`config.mk`:
```
export PLATFORM = sky130hd
export DESIGN_NAME = gray_codec
export DESIGN_NICKNAME = d
export VERILOG_FILES = /design/src/rtl/gray_codec_pkg.sv /design/src/rtl/gray_skid_buf.sv /design/src/rtl/gray_codec.sv
export SDC_FILE = /design/constraint.sdc
export NUM_CORES = 1
export LEC_CHECK = 0
export ABC_AREA = 0
export BUFFER_PORTS_ARGS = -buffer_cell sky130_fd_sc_hd__buf_4
export CORE_ASPECT_RATIO = 0.5
export CORE_MARGIN = 10
export CORE_UTILIZATION = 30
export CTS_CLUSTER_DIAMETER = 150
export CTS_CLUSTER_SIZE = 30
export DETAILED_ROUTE_END_ITERATION = 10
export PLACE_DENSITY = 0.5
export SKIP_LAST_GASP = 1
export SYNTH_ARGS = -nofsm -noshare
export SYNTH_HDL_FRONTEND = slang
export SYNTH_SLANG_ARGS = --single-unit
```
`constraint.sdc`:
```
create_clock -name clk -period 1.6 [get_ports clk]
set_input_delay 0.24 -clock clk [delete_from_list [all_inputs] [get_ports clk]]
set_output_delay 0.24 -clock clk [all_outputs]
set_load 0.005 [all_outputs]
```
`src/rtl/gray_codec_pkg.sv`:
```
// gray_codec_pkg
//   Shared types and conversion helpers for the gray_codec block.
//   Helpers operate on a GC_MAX_WIDTH-bit word; callers zero-extend their
//   operand and take the low WIDTH bits of the result. Zero upper bits make
//   the wide result identical to an exact WIDTH-bit conversion.
package gray_codec_pkg;

  localparam int GC_MAX_WIDTH = 64;

  typedef enum logic {
    MODE_ENC = 1'b0,
    MODE_DEC = 1'b1
  } mode_e;

  typedef logic [GC_MAX_WIDTH-1:0] gc_word_t;

  // g[i] = b[i] ^ b[i+1]; the top bit passes through because the bit above it is zero.
  function automatic gc_word_t bin2gray(input gc_word_t b);
    return b ^ (b >> 1);
  endfunction

  // MSB-first prefix XOR.
  function automatic gc_word_t gray2bin(input gc_word_t g);
    gc_word_t b;
    b = '0;
    b[GC_MAX_WIDTH-1] = g[GC_MAX_WIDTH-1];
    for (int i = GC_MAX_WIDTH - 2; i >= 0; i--) begin
      b[i] = b[i+1] ^ g[i];
    end
    return b;
  endfunction

  // True when exactly one bit is set.
  function automatic logic is_one_hot(input gc_word_t v);
    return (v != '0) && ((v & (v - 1'b1)) == '0);
  endfunction

endpackage

```
`src/rtl/gray_skid_buf.sv`:
```
// gray_skid_buf
//   Generic two-entry valid/ready buffer: an output register plus one skid
//   register. s_ready is a register output (inverse of skid occupancy), so
//   there is no combinational path from m_ready to s_ready.
// Ports:
//   clk, rst          clock, synchronous active-high reset
//   s_valid/s_ready   upstream handshake, s_data payload in
//   m_valid/m_ready   downstream handshake, m_data payload out (held until accepted)
module gray_skid_buf #(
  parameter int W = 9
) (
  input  logic         clk,
  input  logic         rst,
  input  logic         s_valid,
  output logic         s_ready,
  input  logic [W-1:0] s_data,
  output logic         m_valid,
  input  logic         m_ready,
  output logic [W-1:0] m_data
);

  logic         skid_valid;
  logic [W-1:0] skid_data;
  logic         in_fire;
  logic         out_free;

  assign s_ready  = !skid_valid;
  assign in_fire  = s_valid && s_ready;
  // Output register can take a new word this edge: empty, or draining.
  assign out_free = !m_valid || m_ready;

  always_ff @(posedge clk) begin
    if (rst) begin
      m_valid    <= 1'b0;
      m_data     <= '0;
      skid_valid <= 1'b0;
      skid_data  <= '0;
    end else if (out_free) begin
      if (skid_valid) begin
        // Skid always holds the older word; in_fire is low here.
        m_valid    <= 1'b1;
        m_data     <= skid_data;
        skid_valid <= 1'b0;
      end else if (in_fire) begin
        m_valid <= 1'b1;
        m_data  <= s_data;
      end else begin
        m_valid <= 1'b0;
      end
    end else if (in_fire) begin
      skid_valid <= 1'b1;
      skid_data  <= s_data;
    end
  end

endmodule

```
`src/rtl/gray_codec.sv`:
```
// gray_codec
//   Pipelined binary/Gray converter with valid/ready on both sides. Each word
//   carries its own mode (0 = encode bin->Gray, 1 = decode Gray->bin). The
//   conversion is done on entry, so the skid buffer holds converted data.
//   Latency one cycle, one word per cycle with m_ready held high.
//   Optional adjacency checker enabled by macro GRAY_CODEC_STEP_CHK_EN.
// Ports:
//   clk, rst                    clock, synchronous active-high reset
//   s_valid, s_ready, s_data, s_mode   input stream
//   m_valid, m_ready, m_data, m_mode   output stream
//   m_step_err                  (GRAY_CODEC_STEP_CHK_EN only) encode output
//                               differs from previous encode output in != 1 bit
// WIDTH must be between 2 and GC_MAX_WIDTH.
module gray_codec
  import gray_codec_pkg::*;
#(
  parameter int WIDTH = 8
) (
  input  logic             clk,
  input  logic             rst,
  input  logic             s_valid,
  output logic             s_ready,
  input  logic [WIDTH-1:0] s_data,
  input  logic             s_mode,
  output logic             m_valid,
  input  logic             m_ready,
  output logic [WIDTH-1:0] m_data,
  output logic             m_mode
`ifdef GRAY_CODEC_STEP_CHK_EN
  ,
  output logic             m_step_err
`endif
);

`ifdef GRAY_CODEC_STEP_CHK_EN
  localparam int PW = WIDTH + 2;
`else
  localparam int PW = WIDTH + 1;
`endif

  gc_word_t         data_ext;
  gc_word_t         conv_ext;
  logic [WIDTH-1:0] conv;
  logic [PW-1:0]    in_payload;
  logic [PW-1:0]    out_payload;

  assign data_ext = gc_word_t'(s_data);
  assign conv_ext = (mode_e'(s_mode) == MODE_DEC) ? gray2bin(data_ext) : bin2gray(data_ext);
  assign conv     = conv_ext[WIDTH-1:0];

  // Upper bits are always zero for a zero-extended operand.
  generate
    if (WIDTH < GC_MAX_WIDTH) begin : g_hi
      logic unused_hi;
      assign unused_hi = |conv_ext[GC_MAX_WIDTH-1:WIDTH];
    end
  endgenerate

`ifdef GRAY_CODEC_STEP_CHK_EN
  // Words reach the output register in acceptance order and reset flushes
  // both the pipeline and the history, so tracking history at acceptance
  // gives the same flags as tracking it at output-register load.
  logic             hist_valid;
  logic [WIDTH-1:0] hist;
  logic             is_enc;
  logic             step_err;

  assign is_enc = (mode_e'(s_mode) == MODE_ENC);

  always_comb begin
    step_err = 1'b0;
    if (is_enc && hist_valid) begin
      step_err = !is_one_hot(gc_word_t'(conv ^ hist));
    end
  end

  always_ff @(posedge clk) begin
    if (rst) begin
      hist_valid <= 1'b0;
      hist       <= '0;
    end else if (s_valid && s_ready && is_enc) begin
      hist_valid <= 1'b1;
      hist       <= conv;
    end
  end

  assign in_payload = {step_err, s_mode, conv};
`else
  assign in_payload = {s_mode, conv};
`endif

  gray_skid_buf #(
    .W(PW)
  ) u_skid (
    .clk     (clk),
    .rst     (rst),
    .s_valid (s_valid),
    .s_ready (s_ready),
    .s_data  (in_payload),
    .m_valid (m_valid),
    .m_ready (m_ready),
    .m_data  (out_payload)
  );

  assign m_data = out_payload[WIDTH-1:0];
  assign m_mode = out_payload[WIDTH];
`ifdef GRAY_CODEC_STEP_CHK_EN
  assign m_step_err = out_payload[WIDTH+1];
`endif

endmodule
```
==> run summary, run 1 <==
The worst hold path class was primary input to flop. Buffers inserted during clock tree synthesis total 3. The number of antenna violations at the first check in global routing was 0.

The delay contributed by the slowest stage of the critical path is 0.43 ns, and the routed length on met2 is 1040 um. The origin of the worst min-delay path is rst. The signal on the critical path passes through buf_4 > xnor3_1 > xnor2_1 > a21oi_1 > or3_1 > a311oi_1. Setup repair after global routing left no endpoint under its margin. The root buffer cell chosen for the clock tree is sky130_fd_sc_hd__clkbuf_8.

The final max-slew violation count came out at 0. The post-CTS clock slew at the launch and capture registers of the worst setup and hold paths was 0.08 ns; the reported max-cap violation count was 0. Data on the critical path arrives at its endpoint at 1.65 ns. 24 I/O pins were placed. The floorplan step defined a die boundary enclosing 0.00650 mm2.

The via density per instance is 4.55, and the relative contribution of combinational cells to total power is 24.4%. Family of cells with the greatest summed delay on the critical path: XOR/XNOR gates. The number of global-route vias before repair came out at 906.

Counting flops and latches in the post-synthesis netlist gives 20. At the pin with the least slew margin, the transition time is 0.268 ns. Counting every net in the synthesized netlist gives 138. For this run, the detailed router's first-pass iteration total came to 4. The share of synthesized area in the top cell type comes to 37.4%.

The tools report the capturing point of the worst reg2reg path as u_skid.skid_data[0]. The fraction of power consumed by the clock network was 36.8%. The netlist uses 31 different library cells. The tools report the register-to-register path setup slack as 0.24 ns. The cell with the most instances after synthesis was sky130_fd_sc_hd__nand2_1. The detailed router put a total of 1530 um of wire on met1.

Summed over all cells, the static leakage comes to 0.638 nW. Critical-path cell with the highest stage delay: sky130_fd_sc_hd__xnor3_1. TritonCTS built the clock tree. Timing would allow up to 0.679 GHz.

For this run, the number of Yosys warnings is 0. For the worst setup path, the data required time is 1.78 ns. The worst hold path terminates at u_skid.skid_data[0]. The run gives 0 as the total of endpoints with negative setup slack in the final report. The count of buffers from port buffering was 23; the post-route setup TNS was 0 ns. Net switching is 25.3% of the power. Among all flip-flop cells after synthesis, the most frequent one is sky130_fd_sc_hd__dfxtp_1.

Placer's final routability congestion estimate: 0.805. The worst setup path is launched from a primary input. The synthesized design contains 0 enable-type register cells. Largest fanout on the critical path: 3. The top metal layer carrying routed signals was met4. Kind of end point of the critical path: a flop. The power density over the cells is 945 mW/mm2.

Once the clock tree was built, the resizer swapped 0 gates to a different size. The effective utilization at floorplan is 31.1%. The initialized floorplan defines 15 standard-cell rows.

The flow ran to the end, and the final reports show no timing, DRC or antenna violations. Sequential cells burn 38.7% of the power. The HPWL after detailed placement is 2190 um. For the area of all placed cells without fillers, the log shows 0.00149 mm2. Once the clock tree was built, the setup fixing pass inserted 0 buffers. Detailed routing inserted a total of 978 vias.

After detailed placement, the total cell area comes to 0.00142 mm2. The residual antenna-violating net count after detailed routing was 0. For the finished layout, the period the worst path requires is 1.47 ns. The x dimension of the die is 104 um. Dividing the detail-routed wire length by the instance count gives 12.9 um. The synthesized netlist occupies a cell area of 0.00107 mm2.

The tools report the count of fill cells added during filler insertion as 364. The number of hold-repair buffers added at the cts stage was 0. The number of design-rule violations left by the first detailed-router iteration is 32. The core region is 0.00343 mm2.

IR analysis of the VDD net gives a maximum drop of 0.000394 V. The share of synthesized flip-flops with an asynchronous set or reset works out to 0%. After synthesis, the cell types taking the most area are sky130_fd_sc_hd__dfxtp_1 (37%), sky130_fd_sc_hd__nand2_1 (7.4%), sky130_fd_sc_hd__xnor2_1 (7.4%). Die extent in y: 62.2 um. The internal power component is 1.05 mW. Clock skew on the completed layout was measured at 0.000673 ns. The final critical path takes up 92.0% of the cycle.

Area growth from synthesis to layout: 39.5%. For the number of H-tree branching levels, the log shows 1. Final hold analysis gives a worst-case slack of 0.298 ns.

The tools report the critical register-to-register path startpoint as u_skid.m_valid. The worst path meets setup with 0.128 ns of slack. The worst hold path was traced through 2 stages. The longest clock path from root to sink contains 2 buffers. The worst-case reg-to-reg path depth was 4; the worst slew slack as a fraction of its limit was 81.9%. Critical setup path kind: primary input to flop. The DRC violation count after routing is 0.

The fraction of final layout cells with drive strength greater than 1 is 31.1%, and the maximum number of pins on one net before global-route repair is 22. For the met3 wirelength from detailed routing, the log shows 175 um. A synthesized cell averages 8.56 um2.

Summing the sequential cell areas from Yosys gives 37.4% of the chip area. The largest total area in the synthesized netlist belongs to sky130_fd_sc_hd__dfxtp_1. At the later pin of the worst-skew pair, clock insertion delay measures 0.26 ns. The cell count after synthesis came out at 125.

The combined buffer and inverter count along the critical path is 1. At the end of the flow, the number of nets in the layout was 178. In the global route stage, overall resource usage came out at 8.84%. The number of hold violations in the final report is 0. For the worst slack after detailed placement, the log shows -0.142 ns.

After synthesis, the most frequently instantiated cells are sky130_fd_sc_hd__nand2_1 (21), sky130_fd_sc_hd__dfxtp_1 (20), sky130_fd_sc_hd__nor2_1 (14). The wire length of the first global-routing pass was 4730 um; the total length of routed wires was 2770 um. The run gives 20 as the TritonCTS sink count.

The antenna cell count was 0; the total global routing overflow was 0. Summed over all nets, the switching power comes to 357 uW.
logic make-up after synthesis:
logic type | after synthesis | synth area share (%)
AOI/OAI and AO/OA | 28 | 16.8
DFF | 20 | 37.4
buffers and inverters | 8 | 2.92
xor gates and xnor gates | 15 | 17.0
muxes | 5 | 4.68
and+or+nand+nor | 49 | 21.2
registers in the layout, indices dropped and copies added (netlist names):
| name | cells |
|---|---|
| u_skid.m_data | 9 |
| u_skid.m_valid | 1 |
| u_skid.skid_data | 9 |
| u_skid.skid_valid | 1 |
how the worst max path moves through the flow:
stage                  endpoint  slack [ns]  depth (start not counted)       from
6_report       u_skid.m_data[1]        0.13                          6  s_data[7]
4_1_cts        u_skid.m_data[1]        0.13                          6  s_data[7]
5_1_grt        u_skid.m_data[1]       0.005                          6  s_data[7]
3_3_place_gp   u_skid.m_data[1]       -0.11                          6  s_data[7]
2_1_floorplan  u_skid.m_data[1]        0.04                          5  s_data[7]
3_5_place_dp   u_skid.m_data[1]       -0.14                          6  s_data[7]
placed cells by master (no fill, tap or decap):
| cell | instances |
|---|---|
| sky130_fd_sc_hd__a311oi_1 | 2 |
| sky130_fd_sc_hd__xnor2_1 | 9 |
| sky130_fd_sc_hd__dfxtp_1 | 20 |
| sky130_fd_sc_hd__clkbuf_8 | 3 |
| sky130_fd_sc_hd__nand3_1 | 1 |
| sky130_fd_sc_hd__o21ai_0 | 3 |
| sky130_fd_sc_hd__buf_4 | 42 |
| sky130_fd_sc_hd__xor2_1 | 2 |
| sky130_fd_sc_hd__nand2_1 | 21 |
| sky130_fd_sc_hd__or3_1 | 2 |
| sky130_fd_sc_hd__o311a_1 | 2 |
| sky130_fd_sc_hd__nor2b_1 | 3 |
| sky130_fd_sc_hd__a21oi_1 | 13 |
| sky130_fd_sc_hd__a21oi_2 | 1 |
| sky130_fd_sc_hd__nor3_2 | 1 |
| sky130_fd_sc_hd__mux2i_1 | 5 |
| sky130_fd_sc_hd__nor2_1 | 14 |
| sky130_fd_sc_hd__a211oi_1 | 4 |
| sky130_fd_sc_hd__and3_1 | 1 |
| sky130_fd_sc_hd__o41ai_1 | 1 |
| sky130_fd_sc_hd__o211ai_1 | 1 |
| sky130_fd_sc_hd__o31ai_1 | 1 |
| sky130_fd_sc_hd__bufinv_16 | 1 |
| sky130_fd_sc_hd__clkinv_1 | 1 |
| sky130_fd_sc_hd__xor2_2 | 1 |
| sky130_fd_sc_hd__or3b_2 | 1 |
| sky130_fd_sc_hd__and3_4 | 1 |
| sky130_fd_sc_hd__nor3_1 | 2 |
| sky130_fd_sc_hd__xnor3_1 | 2 |
| sky130_fd_sc_hd__nand2b_1 | 2 |
| sky130_fd_sc_hd__xor3_1 | 1 |
power by group through the flow:
stage	Clock [mW]	Sequential (mW)	Combinational [mW]
after floorplan	0	0.558	0.188
after global placement	0	0.557	0.346
after detailed placement	0	0.558	0.349
after CTS	0.528	0.547	0.349
after global routing	0.544	0.551	0.382
final	0.520	0.546	0.344
through the flow:
stage / instances / power [mW] / utilization [%]
final: 215 / 1.41 / 43.5
after global routing: 215 / 1.48 / 43.5
after CTS: 215 / 1.42 / 43.5
after detailed placement: 211 / 0.907 / 41.4
after global placement: 211 / 0.904 / 41.4
after floorplan: 125 / 0.746 / -
metal layers:
| metal | track usage (%) | up-vias |
|---|---|---|
| met2 | 11.3 | 23 |
| met5 | 0 | - |
| met3 | 3.29 | 2 |
| met1 | 12.9 | 444 |
| met4 | 2.59 | 0 |
| li1 | - | 509 |
cell type report:
type	count	area, um2	area share, %
multi-input combinational	97	638	42.7
inverter	1	3.75	0.251
tap	51	63.8	4.27
clock buffer	3	41.3	2.77
sequential	20	400	26.8
clock inverter	1	30.0	2.01
timing repair buffer	42	315	21.1
worst reg2reg max path, cell delays in order, from the launching register on:
cell	delay, ns
sky130_fd_sc_hd__dfxtp_1	0.35
sky130_fd_sc_hd__nor2b_1	0.20
sky130_fd_sc_hd__nand3_1	0.21
sky130_fd_sc_hd__or3_1	0.43
sky130_fd_sc_hd__a21oi_2	0.11
No activity file was read; power rests on OpenSTA's default activity.
==> run 2, diff against run 1 <==
--- a/config.mk
+++ b/config.mk
@@ -5,7 +5,7 @@
 export SDC_FILE = /design/constraint.sdc
 export NUM_CORES = 1
 export LEC_CHECK = 0
-export ABC_AREA = 0
+export ABC_AREA = 1
 export BUFFER_PORTS_ARGS = -buffer_cell sky130_fd_sc_hd__buf_4
 export CORE_ASPECT_RATIO = 0.5
 export CORE_MARGIN = 10
@@ -13,7 +13,7 @@
 export CTS_CLUSTER_DIAMETER = 150
 export CTS_CLUSTER_SIZE = 30
 export DETAILED_ROUTE_END_ITERATION = 10
-export PLACE_DENSITY = 0.5
+export PLACE_DENSITY = 0.51
 export SKIP_LAST_GASP = 1
 export SYNTH_ARGS = -nofsm -noshare
 export SYNTH_HDL_FRONTEND = slang
==> run summary, run 2 <==
The run gives 1960 um (was 2190 um) as the half-perimeter wire length after placement. The critical-path cell with the highest stage delay is sky130_fd_sc_hd__dfxtp_1 (was sky130_fd_sc_hd__xnor3_1). Largest registers: u_skid.m_data (9), u_skid.skid_data (9) (unchanged). The number of buffers inserted during clock tree synthesis is 3 (unchanged). The top-level I/O count is 24 (unchanged). The TritonCTS sink count was 20 (unchanged). The power density over the cells was 914 mW/mm2 (was 945 mW/mm2); the register-to-register path setup slack was 0.31 ns (was 0.24 ns). For the endpoint required time on the critical path, the log shows 1.36 ns (was 1.78 ns). The logs give 40.7% (was 37.4%) for the fraction of the yosys area taken by sequential cells and 0.00611 mm2 (was 0.00650 mm2) for the die area. The combined area of all synthesized cells was 983 um2 (was 0.00107 mm2); the buffer count from post-CTS setup fixing was 0 (unchanged). The count of buffers from port buffering is 23 (unchanged).

For the leakage power summed over all cells, the log shows 0.652 nW (was 0.638 nW). Category of the worst setup path launch point: a flop (was a primary input). The highest clock rate is 0.744 GHz (was 0.679 GHz). For the number of resized instances in the post-cts repair step, the log shows 0 (unchanged). Leading cell types in the layout, fill and taps excluded: sky130_fd_sc_hd__nand2_1 (33), sky130_fd_sc_hd__buf_4 (27), sky130_fd_sc_hd__dfxtp_1 (20) (was sky130_fd_sc_hd__buf_4 (42), sky130_fd_sc_hd__nand2_1 (21), sky130_fd_sc_hd__dfxtp_1 (20)).

The number of design-rule violations left by the first detailed-router iteration came out at 40 (was 32). The average detailed-routed wire length per instance came out at 12.0 um (was 12.9 um). The post-route setup TNS is 0 ns (unchanged), and the count of fill cells added during filler insertion is 323 (was 364).

For the number of global-route vias before repair, the log shows 895 (was 906). The placer's final routability congestion estimate is 0.757 (was 0.805), and the average cell area after synthesis is 6.78 um2 (was 8.56 um2). The run finished with clean final reports. The number of antenna violations at the first check in global routing is 0 (unchanged), and the area growth from synthesis to layout is 31.2% (was 39.5%). The core region area is 0.00307 mm2 (was 0.00343 mm2). The share of synthesized flip-flops with an asynchronous set or reset is 0% (unchanged), and the count of flip-flops with a built-in enable after synthesis is 0 (unchanged). The number of storage elements in the synthesis netlist is 20 (unchanged). Kind of end point of the critical path: an output pin (was a flop).

The number of unique standard cell types used by synthesis came out at 21 (was 31). Cell with the most instances after synthesis: sky130_fd_sc_hd__nand2_1 (unchanged). The part of the cycle the worst path needs came out at 84.0% (was 92.0%).

The logs give 14 (was 15) for the number of rows created at floorplan and 2550 um (was 2770 um) for the total length of routed wires. The cell with the most instances on the worst path is sky130_fd_sc_hd__buf_4. The total global routing overflow was 0 (unchanged).

The DRC violation count after routing was 0 (unchanged). The cell type with the largest total area after synthesis was sky130_fd_sc_hd__dfxtp_1 (unchanged). The fraction of final layout cells with drive strength greater than 1 was 24.4% (was 31.1%); the tightest hold margin was 0.217 ns (was 0.298 ns). The number of hold-repair buffers added at the cts stage came out at 0 (unchanged). Setup repair after global routing left no endpoint under its margin.

The maximum clock path buffer count was 2 (unchanged). Leading cell type in the layout, fill and taps excluded: sky130_fd_sc_hd__nand2_1 (was sky130_fd_sc_hd__buf_4). Series of cell instances along the critical path: inv_1 > buf_4 > buf_4 (was buf_4 > xnor3_1 > xnor2_1 > a21oi_1 > or3_1 > a311oi_1).

TritonCTS built the clock tree. Reported max-cap violation count: 0 (unchanged). The total number of vias is 943 (was 978), and the post-CTS clock slew at the launch and capture registers of the worst setup and hold paths is 0.08 ns (about the same). The residual antenna-violating net count after detailed routing is 0 (unchanged). The total number of yosys warnings came out at 0 (unchanged). For the global routing usage summed across all routing layers, the log shows 8.51% (was 8.84%).

The source-to-sink clock delay at the later pin of the worst-skew pair is 0.26 ns (about the same), and the x dimension of the die is 101 um (was 104 um). The main flop type after synthesis is sky130_fd_sc_hd__dfxtp_1 (unchanged). The maximum number of pins on one net before global-route repair is 14 (was 22), and the effective utilization at floorplan is 32.1% (was 31.1%).

Number of search-and-repair iterations in the first detailed-routing pass: 4 (unchanged). The time the final worst path needs with I/O delays and setup is 1.34 ns (was 1.47 ns), and the number of H-tree branching levels is 1 (unchanged). The total of endpoints with negative setup slack in the final report is 0 (unchanged). The combined buffer and inverter count along the critical path was 3 (was 1); the die extent in y was 60.5 um (was 62.2 um). Leading cell types by total area after synthesis: sky130_fd_sc_hd__dfxtp_1 (41%), sky130_fd_sc_hd__nand2_1 (13%), sky130_fd_sc_hd__o21ai_0 (9.7%) (was sky130_fd_sc_hd__dfxtp_1 (37%), sky130_fd_sc_hd__nand2_1 (7.4%), sky130_fd_sc_hd__xnor2_1 (7.4%)).

Buffer type at the clock tree root: sky130_fd_sc_hd__clkbuf_8 (unchanged). The critical setup path kind was flop to output pin (was primary input to flop). The tools report the number of instances in the synthesized netlist as 145 (was 125). The largest fanout on the critical path works out to 11 (was 3).

The net count after synthesis is 158 (was 138). The worst hold path class is primary input to flop (unchanged). The wire length of the first global-routing pass came out at 4260 um (was 4730 um).

The antenna cell count was 0 (unchanged); the number of nets in the layout was 186 (was 178). The share of Yosys cell area claimed by the top area cell type was 40.7% (was 37.4%). The setup skew after layout is 0.00330 ns (was 0.000673 ns), and the via density per instance is 4.45 (was 4.55). The data arrival time at the worst-slack endpoint came out at 1.10 ns (was 1.65 ns).

Top post-synthesis cells by count: sky130_fd_sc_hd__nand2_1 (33), sky130_fd_sc_hd__dfxtp_1 (20), sky130_fd_sc_hd__o21ai_0 (19) (was sky130_fd_sc_hd__nand2_1 (21), sky130_fd_sc_hd__dfxtp_1 (20), sky130_fd_sc_hd__nor2_1 (14)). The slew at the pin with the worst max-slew slack is 0.353 ns (was 0.268 ns), and the combined flip-flop and latch cell area is 400 um2 (unchanged). The family of cells with the greatest summed delay on the critical path was flip-flops (was XOR/XNOR gates).

The delay contributed by the slowest stage of the critical path was 0.44 ns (was 0.43 ns). The run gives 0 (unchanged) as the number of hold violations in the final report. The area used by multi-input combinational logic is 498 um2 (was 638 um2). The worst slew slack as a fraction of its limit was 76.2% (was 81.9%); the final max-slew violation count was 0 (unchanged). Largest vdd supply drop: 0.000333 V (was 0.000394 V).
run 2: cell types whose count changed after synthesis, sizes merged, moves of 3 or more:
cell | previous run | this run
inv | 0 | 17
nor2b | 3 | 0
nand3 | 1 | 5
a21oi | 14 | 19
a211oi | 4 | 0
xnor2 | 9 | 2
nand2 | 21 | 37
mux2i | 5 | 0
o21ai | 3 | 20
run 2: kinds of logic after synthesis:
logic type      count (synthesis)  synth area share [%]
compound gates                 41                  21.9
flops                          20                  40.7
simple gates                   58                  25.2
buf+inv                        22                  8.65
xor+xnor                        4                  3.56
run 2: worst reg2reg max path: cells and delay by family (launching register included):
kind | cells | cell delay [ns]
flops | 1 | 0.33
simple gates | 4 | 0.42
buf+inv | 4 | 0.41
compound gates | 1 | 0.08
run 2: layout make-up:
| class | count | share of cell area [%] |
|---|---|---|
| inverter | 17 | 4.95 |
| clock buffer | 4 | 4.27 |
| multi-input combinational | 103 | 38.6 |
| sequential | 20 | 31.0 |
| tap | 40 | 3.88 |
| timing repair buffer | 28 | 17.3 |
run 2: worst paths after layout:
kind,startpoint,to,depth (start not counted)
setup / recovery,u_skid.skid_valid,s_ready,3
hold / removal,rst,u_skid.m_data[1],2
setup reg to reg,u_skid.m_valid,u_skid.skid_data[2],9
hold reg to reg,u_skid.m_data[0],u_skid.m_data[0],2
run 2: metal layers:
| layer | up-vias | track usage (%) | wire length [um] |
|---|---|---|---|
| met3 | 2 | 2.04 | 122 |
| li1 | 521 | - | - |
| met1 | 404 | 11.7 | 1360 |
| met4 | 0 | 2.96 | 27 |
| met5 | - | 0 | 0 |
| met2 | 16 | 12.8 | 1050 |
run 2: report_power, final:
group / internal, mW / total [mW] / switching [mW]
Sequential: 0.531 / 0.547 / 0.0162
Clock: 0.219 / 0.391 / 0.171
Combinational: 0.108 / 0.241 / 0.133
Total: 0.858 / 1.18 / 0.320
run 2: through the flow:
step	cell area (um2)	util (%)	total power [mW]	setup slack [ns]	instances
global route	1290	42.1	1.25	0.155	212
global placement	1230	40.3	0.802	0.224	208
finish	1290	42.1	1.18	0.256	212
floorplan	983	-	0.690	0.382	145
CTS	1290	42.1	1.19	0.244	212
detailed placement	1230	40.3	0.802	0.201	208
